**config.mk**
```make
export PLATFORM = sky130hd
export DESIGN_NAME = fifo_rr_sched
export DESIGN_NICKNAME = d
export VERILOG_FILES = /design/src/rtl/fifo_rr_sched.sv
export SDC_FILE = /design/constraint.sdc
export NUM_CORES = 1
export LEC_CHECK = 0
export CAP_MARGIN = 10
export CORE_MARGIN = 8
export CORE_UTILIZATION = 24
export DETAILED_ROUTE_END_ITERATION = 10
export SKIP_CTS_REPAIR_TIMING = 1
export SYNTH_ARGS = -nofsm -noshare
export SYNTH_HDL_FRONTEND = slang
export SYNTH_SLANG_ARGS = --single-unit
```
**constraint.sdc**
```tcl
create_clock -name clk -period 3.2 [get_ports clk]
set_input_delay 0.64 -clock clk [delete_from_list [all_inputs] [get_ports clk]]
set_output_delay 0.64 -clock clk [all_outputs]
set_load 0.02 [all_outputs]
```
**src/rtl/fifo_rr_sched.sv**
```systemverilog
// -----------------------------------------------------------------------------
// fifo_rr_sched
//   Shares one synchronous, non-FWFT FIFO (1-cycle read latency) between NREQ
//   packet writers. The write side grants one requester at a time in round-robin
//   order and holds that grant until the packet's last beat is accepted. The read
//   side turns the FIFO read port into a valid/ready stream through a 2-entry
//   buffer, so the stream can run at one beat per cycle.
//
// Ports
//   clk, rst      clock, synchronous active-high reset
//   req_valid     per-requester beat valid
//   req_data      requester i drives bits [i*DATA_W +: DATA_W]
//   req_last      per-requester last-beat flag
//   req_ready     per-requester beat accept
//   fifo_din      {last, data} written to the FIFO
//   fifo_wr_en    FIFO write enable
//   fifo_full     FIFO full
//   fifo_rd_en    FIFO read enable
//   fifo_dout     FIFO read data, valid one cycle after fifo_rd_en
//   fifo_empty    FIFO empty
//   out_valid     output stream valid
//   out_data      output stream payload
//   out_last      output stream last-beat flag
//   out_ready     output stream ready from downstream
//   grant_id      requester that owns the lock (meaningful while busy=1)
//   busy          a packet is locked in progress
// -----------------------------------------------------------------------------
module fifo_rr_sched #(
   parameter int NREQ   = 4,
   parameter int DATA_W = 8,
   parameter int IDW    = 2
) (
   input  logic                   clk,
   input  logic                   rst,
   input  logic [NREQ-1:0]        req_valid,
   input  logic [NREQ*DATA_W-1:0] req_data,
   input  logic [NREQ-1:0]        req_last,
   output logic [NREQ-1:0]        req_ready,
   output logic [DATA_W:0]        fifo_din,
   output logic                   fifo_wr_en,
   input  logic                   fifo_full,
   output logic                   fifo_rd_en,
   input  logic [DATA_W:0]        fifo_dout,
   input  logic                   fifo_empty,
   output logic                   out_valid,
   output logic [DATA_W-1:0]      out_data,
   output logic                   out_last,
   input  logic                   out_ready,
   output logic [IDW-1:0]         grant_id,
   output logic                   busy
);

   typedef enum logic [0:0] {
      ST_IDLE = 1'b0,
      ST_LOCK = 1'b1
   } wr_state_t;

   wr_state_t          state_r;
   logic [IDW-1:0]     grant_id_r;
   logic [IDW-1:0]     last_grant_r;
   logic [IDW-1:0]     winner_s;
   logic               sel_valid_s;
   logic               sel_last_s;
   logic [DATA_W-1:0]  sel_data_s;
   logic [NREQ-1:0]    req_ready_s;

   logic [1:0]         occ_r;
   logic               infl_r;
   logic [DATA_W:0]    buf0_r;
   logic [DATA_W:0]    buf1_r;
   logic               pop_s;
   logic [2:0]         need_s;

   // First valid requester strictly after 'last', wrapping around.
   function automatic logic [IDW-1:0] rr_pick(input logic [NREQ-1:0] valid,
                                               input logic [IDW-1:0]  last);
      logic [IDW-1:0] pick;
      logic           found;
      int             idx;
      pick  = {IDW{1'b0}};
      found = 1'b0;
      for (int k = 1; k <= NREQ; k++) begin
         idx = (int'(last) + k) % NREQ;
         if (!found && valid[idx]) begin
            pick  = IDW'(idx);
            found = 1'b1;
         end
      end
      return pick;
   endfunction

   // Round-robin winner for the next packet.
   always_comb begin
      winner_s = rr_pick(req_valid, last_grant_r);
   end

   // Route the granted requester's beat onto the FIFO write port.
   always_comb begin
      sel_valid_s = req_valid[grant_id_r];
      sel_last_s  = req_last[grant_id_r];
      sel_data_s  = req_data[int'(grant_id_r)*DATA_W +: DATA_W];
   end

   // Only the locked requester sees ready, and only while the FIFO has room.
   always_comb begin
      req_ready_s = {NREQ{1'b0}};
      if (state_r == ST_LOCK && !fifo_full) begin
         req_ready_s[grant_id_r] = 1'b1;
      end else begin
         req_ready_s = {NREQ{1'b0}};
      end
   end

   assign req_ready  = req_ready_s;
   assign fifo_wr_en = (state_r == ST_LOCK) && sel_valid_s && !fifo_full;
   assign fifo_din   = {sel_last_s, sel_data_s};
   assign busy       = (state_r == ST_LOCK);
   assign grant_id   = grant_id_r;

   // Write-side lock FSM: arbitrate in IDLE, hold the grant until last is written.
   always_ff @(posedge clk) begin
      if (rst) begin
         state_r      <= ST_IDLE;
         grant_id_r   <= {IDW{1'b0}};
         last_grant_r <= IDW'(NREQ - 1);
      end else begin
         case (state_r)
            ST_IDLE: begin
               if (|req_valid) begin
                  state_r    <= ST_LOCK;
                  grant_id_r <= winner_s;
               end
            end
            ST_LOCK: begin
               if (fifo_wr_en && sel_last_s) begin
                  state_r      <= ST_IDLE;
                  last_grant_r <= grant_id_r;
               end
            end
            default: state_r <= ST_IDLE;
         endcase
      end
   end

   // Read only when the buffer is guaranteed a free slot for the returning word,
   // counting the word already in flight and the slot freed by this cycle's pop.
   always_comb begin
      pop_s      = (occ_r != 2'd0) && out_ready;
      need_s     = {1'b0, occ_r} + {2'b00, infl_r} - {2'b00, pop_s};
      fifo_rd_en = !fifo_empty && (need_s < 3'd2);
   end

   // Two-entry output buffer; buf0_r is always the head.
   always_ff @(posedge clk) begin
      if (rst) begin
         occ_r  <= 2'd0;
         infl_r <= 1'b0;
         buf0_r <= {(DATA_W+1){1'b0}};
         buf1_r <= {(DATA_W+1){1'b0}};
      end else begin
         infl_r <= fifo_rd_en;
         case ({infl_r, pop_s})
            2'b10: begin
               if (occ_r == 2'd0) begin
                  buf0_r <= fifo_dout;
               end else begin
                  buf1_r <= fifo_dout;
               end
               occ_r <= occ_r + 2'd1;
            end
            2'b01: begin
               buf0_r <= buf1_r;
               occ_r  <= occ_r - 2'd1;
            end
            2'b11: begin
               // Push and pop together: occupancy holds, new word goes behind.
               if (occ_r == 2'd1) begin
                  buf0_r <= fifo_dout;
               end else begin
                  buf0_r <= buf1_r;
                  buf1_r <= fifo_dout;
               end
            end
            default: occ_r <= occ_r;
         endcase
      end
   end

   assign out_valid = (occ_r != 2'd0);
   assign out_data  = buf0_r[DATA_W-1:0];
   assign out_last  = buf0_r[DATA_W];

endmodule

```
==> results_dict.tcl <==
set metrics [dict create \
    wl_mm 4.69 \
    clockBufferDepth 2 \
    first_iter_violations 20 \
    synth_seq_cells 26 \
    synth_compound_area_share_pct 15.0 \
    setup_tns_ns 0 \
    highest_layer "met4" \
    synth_cell_types 33 \
    hp-class "reg2reg" \
    stdcell_count 317 \
    worst-slew-pin-transition_ns 0.743 \
    synth_nets 216 \
    finalPower_mw 1.59 \
    grt_max_degree 29 \
    timing.final.ws_setup_ns 0.0807 \
    status "finished, final reports clean" \
    drive_gt1_share_pct 12.5 \
    end_kind "primary output" \
    multiInputGateArea_um2 921 \
    antenna_found_initial 0 \
    synth_xor_area_share_pct 1.75 \
    nets 301 \
    clk_pin_slew_worst_paths_ns 0.09 \
    synthMuxAreaShare_pct 22.1 \
    fp.dieH_um 95.1 \
    grt_pass1_vias 1485 \
    fin_crit_ns 3.12 \
    synth-simple-area-share_pct 15.4 \
    antenna_left 0 \
    drt-met1-wl_mm 1.96 \
    maxSlewViolCount 0 \
    synth_top_family_by_area "multiplexers" \
    stdcell_area_um2 2510 \
    antenna_cells 0 \
    grt_first_pass_wirelength_mm 7.11 \
    synth-warning-count 0 \
    cts_htree_levels 1 \
    cp_slowest_stage_delay_ns 0.51 \
    mostFrequentLayoutCell "clkdlybuf4s50_1" \
    setup_viol 0 \
    cp-start-kind "input port" \
    cp.required_ns 2.56 \
    async_flop_share_pct 0 \
    fillers 629 \
    synthAdderAreaFrac_pct 5.50 \
    path_cells "clkdlybuf4s50_1, nor2b_4, ha_1, nand2b_4, fa_2, nor3b_2, buf_4" \
    yosysTopAreaCell "dfxtp_1" \
    place_congestion 0.762 \
    ioPinCount 82 \
    synth.top_cells.by_area "dfxtp_1 35%, mux4_2 13%, mux2i_1 8.7%" \
    slowest_stage "fa_2" \
    die_w_um 95.1 \
    critPathKind "in2out" \
    vias 1478 \
    grt_use_total_pct 9.85 \
    met2_wirelength_mm 1.97 \
    fmax_ghz 0.321 \
    place_inst 313 \
    syn_inst 156 \
    viasPerCell 4.66 \
    synth_area_um2 1500 \
    dpl-instance-area_um2 2420 \
    cts_root_buf "clkbuf_8" \
    clock_latency_ns 0.27 \
    power_density_nw_per_um2 631 \
    rows 29 \
    fin_crit_sh_pct 97.5 \
    io_buffers 81 \
    design.core.area_um2 6200 \
    cts_buffers 3 \
    yosysSeqAreaShare_pct 34.6 \
    finClkSkew_ns 0.00333 \
    synth_top_cell_area_share_pct 34.6 \
    crit_fanout 2 \
    final_cell_mix "80 x clkdlybuf4s50_1, 33 x nor2_1, 26 x dfxtp_1, 13 x mux2i_1, 11 x a211oi_1" \
    synth_edf_count 0 \
    dp_hpwl_mm 3.77 \
    die_area_um2 9050 \
    register_area_um2 520 \
    initial_core_util_pct 24.2 \
    syn_to_final_growth_pct 67.4 \
    hold-worst-slack_ns 0.504 \
    arrival_ns 2.48 \
    maxSlewHeadroom_pct 50.4 \
    cts.sinks 26 \
    cts_tree "yes" \
    syn_avg_cell_area_um2 9.63 \
    wire_per_inst_um 14.8 \
    grt-ovfl-total 0 \
    post-place-ws_ns -0.548 \
    ff2ff_setup_slack_ns 1.14 \
    drc 0 \
    wl_met3_um 711 \
    firstDrtPassIters 4 \
    maxCapViolCount 0 \
    ir_drop_mv 0.306 \
    yosys_most_used_dff "dfxtp_1" \
    p_leak_nw 0.993 \
    utilization_pct 40.5 \
    finalHoldViolCount 0 \
]
## synth_stat cells, types with 2 or more instances
cell and n:
nor2b_1 4, a22oi_1 9, nand2b_1 4, nand3_1 2
xor2_1 3, mux4_2 9, clkbuf_1 3, dfxtp_1 26
ha_1 5, o21ai_0 4, nor2_1 33, buf_2 4
mux2i_1 13, inv_1 8, a211oi_1 11
## path summary, 6_finish.rpt
path,startpoint,to,cells past startpoint
max,out_ready,fifo_rd_en,7
min,buf1_r[7],buf1_r[7],2
max reg2reg,occ_r[1],infl_r,8
min reg2reg,buf1_r[7],buf1_r[7],2
## worst max-delay path: cells and delay by family
family                   cells  cell delay (ns)
adder cells (fa/ha/maj)      2             0.75
buffers and inverters        2             0.63
AND/OR/NAND/NOR              3             0.46
## area by class of cell
cell class              instances  area share, %
repair buffers                 90           34.8
clock buffers                   3           1.64
flip-flops and latches         26           20.7
clock inverters                 1           1.19
multi-input cells             112           36.6
well taps                      77           3.83
inverters                       8           1.19
## logic make-up (layout without fill, tap and decap cells)
family | count (synthesis) | count (layout)
simple gates | 50 | 50
compound gates | 31 | 31
fa+ha+maj | 6 | 6
buf+inv | 18 | 102
mux | 22 | 22
flops | 26 | 26
xor+xnor | 3 | 3
## layer usage
metal	vias to the layer above	global-route usage, %
met5	-	0
met3	4	2.91
met2	73	16.7
li1	729	-
met4	0	2.99
met1	672	11.7
## flip-flops by register name (all words and copies together), names as in the netlist
signal,count
grant_id,2
busy,1
buf1_r,9
last_grant_r,2
buf0_r,9
infl_r,1
occ_r,2
## report_power, final
| part | switching, mW | total [mW] | internal, mW |
|---|---|---|---|
| Combinational | 0.401 | 0.835 | 0.433 |
| Clock | 0.108 | 0.276 | 0.167 |
| Sequential | 0.0628 | 0.476 | 0.414 |
| Total | 0.572 | 1.59 | 1.01 |
Note: power is estimated with default switching activity, not from simulation.
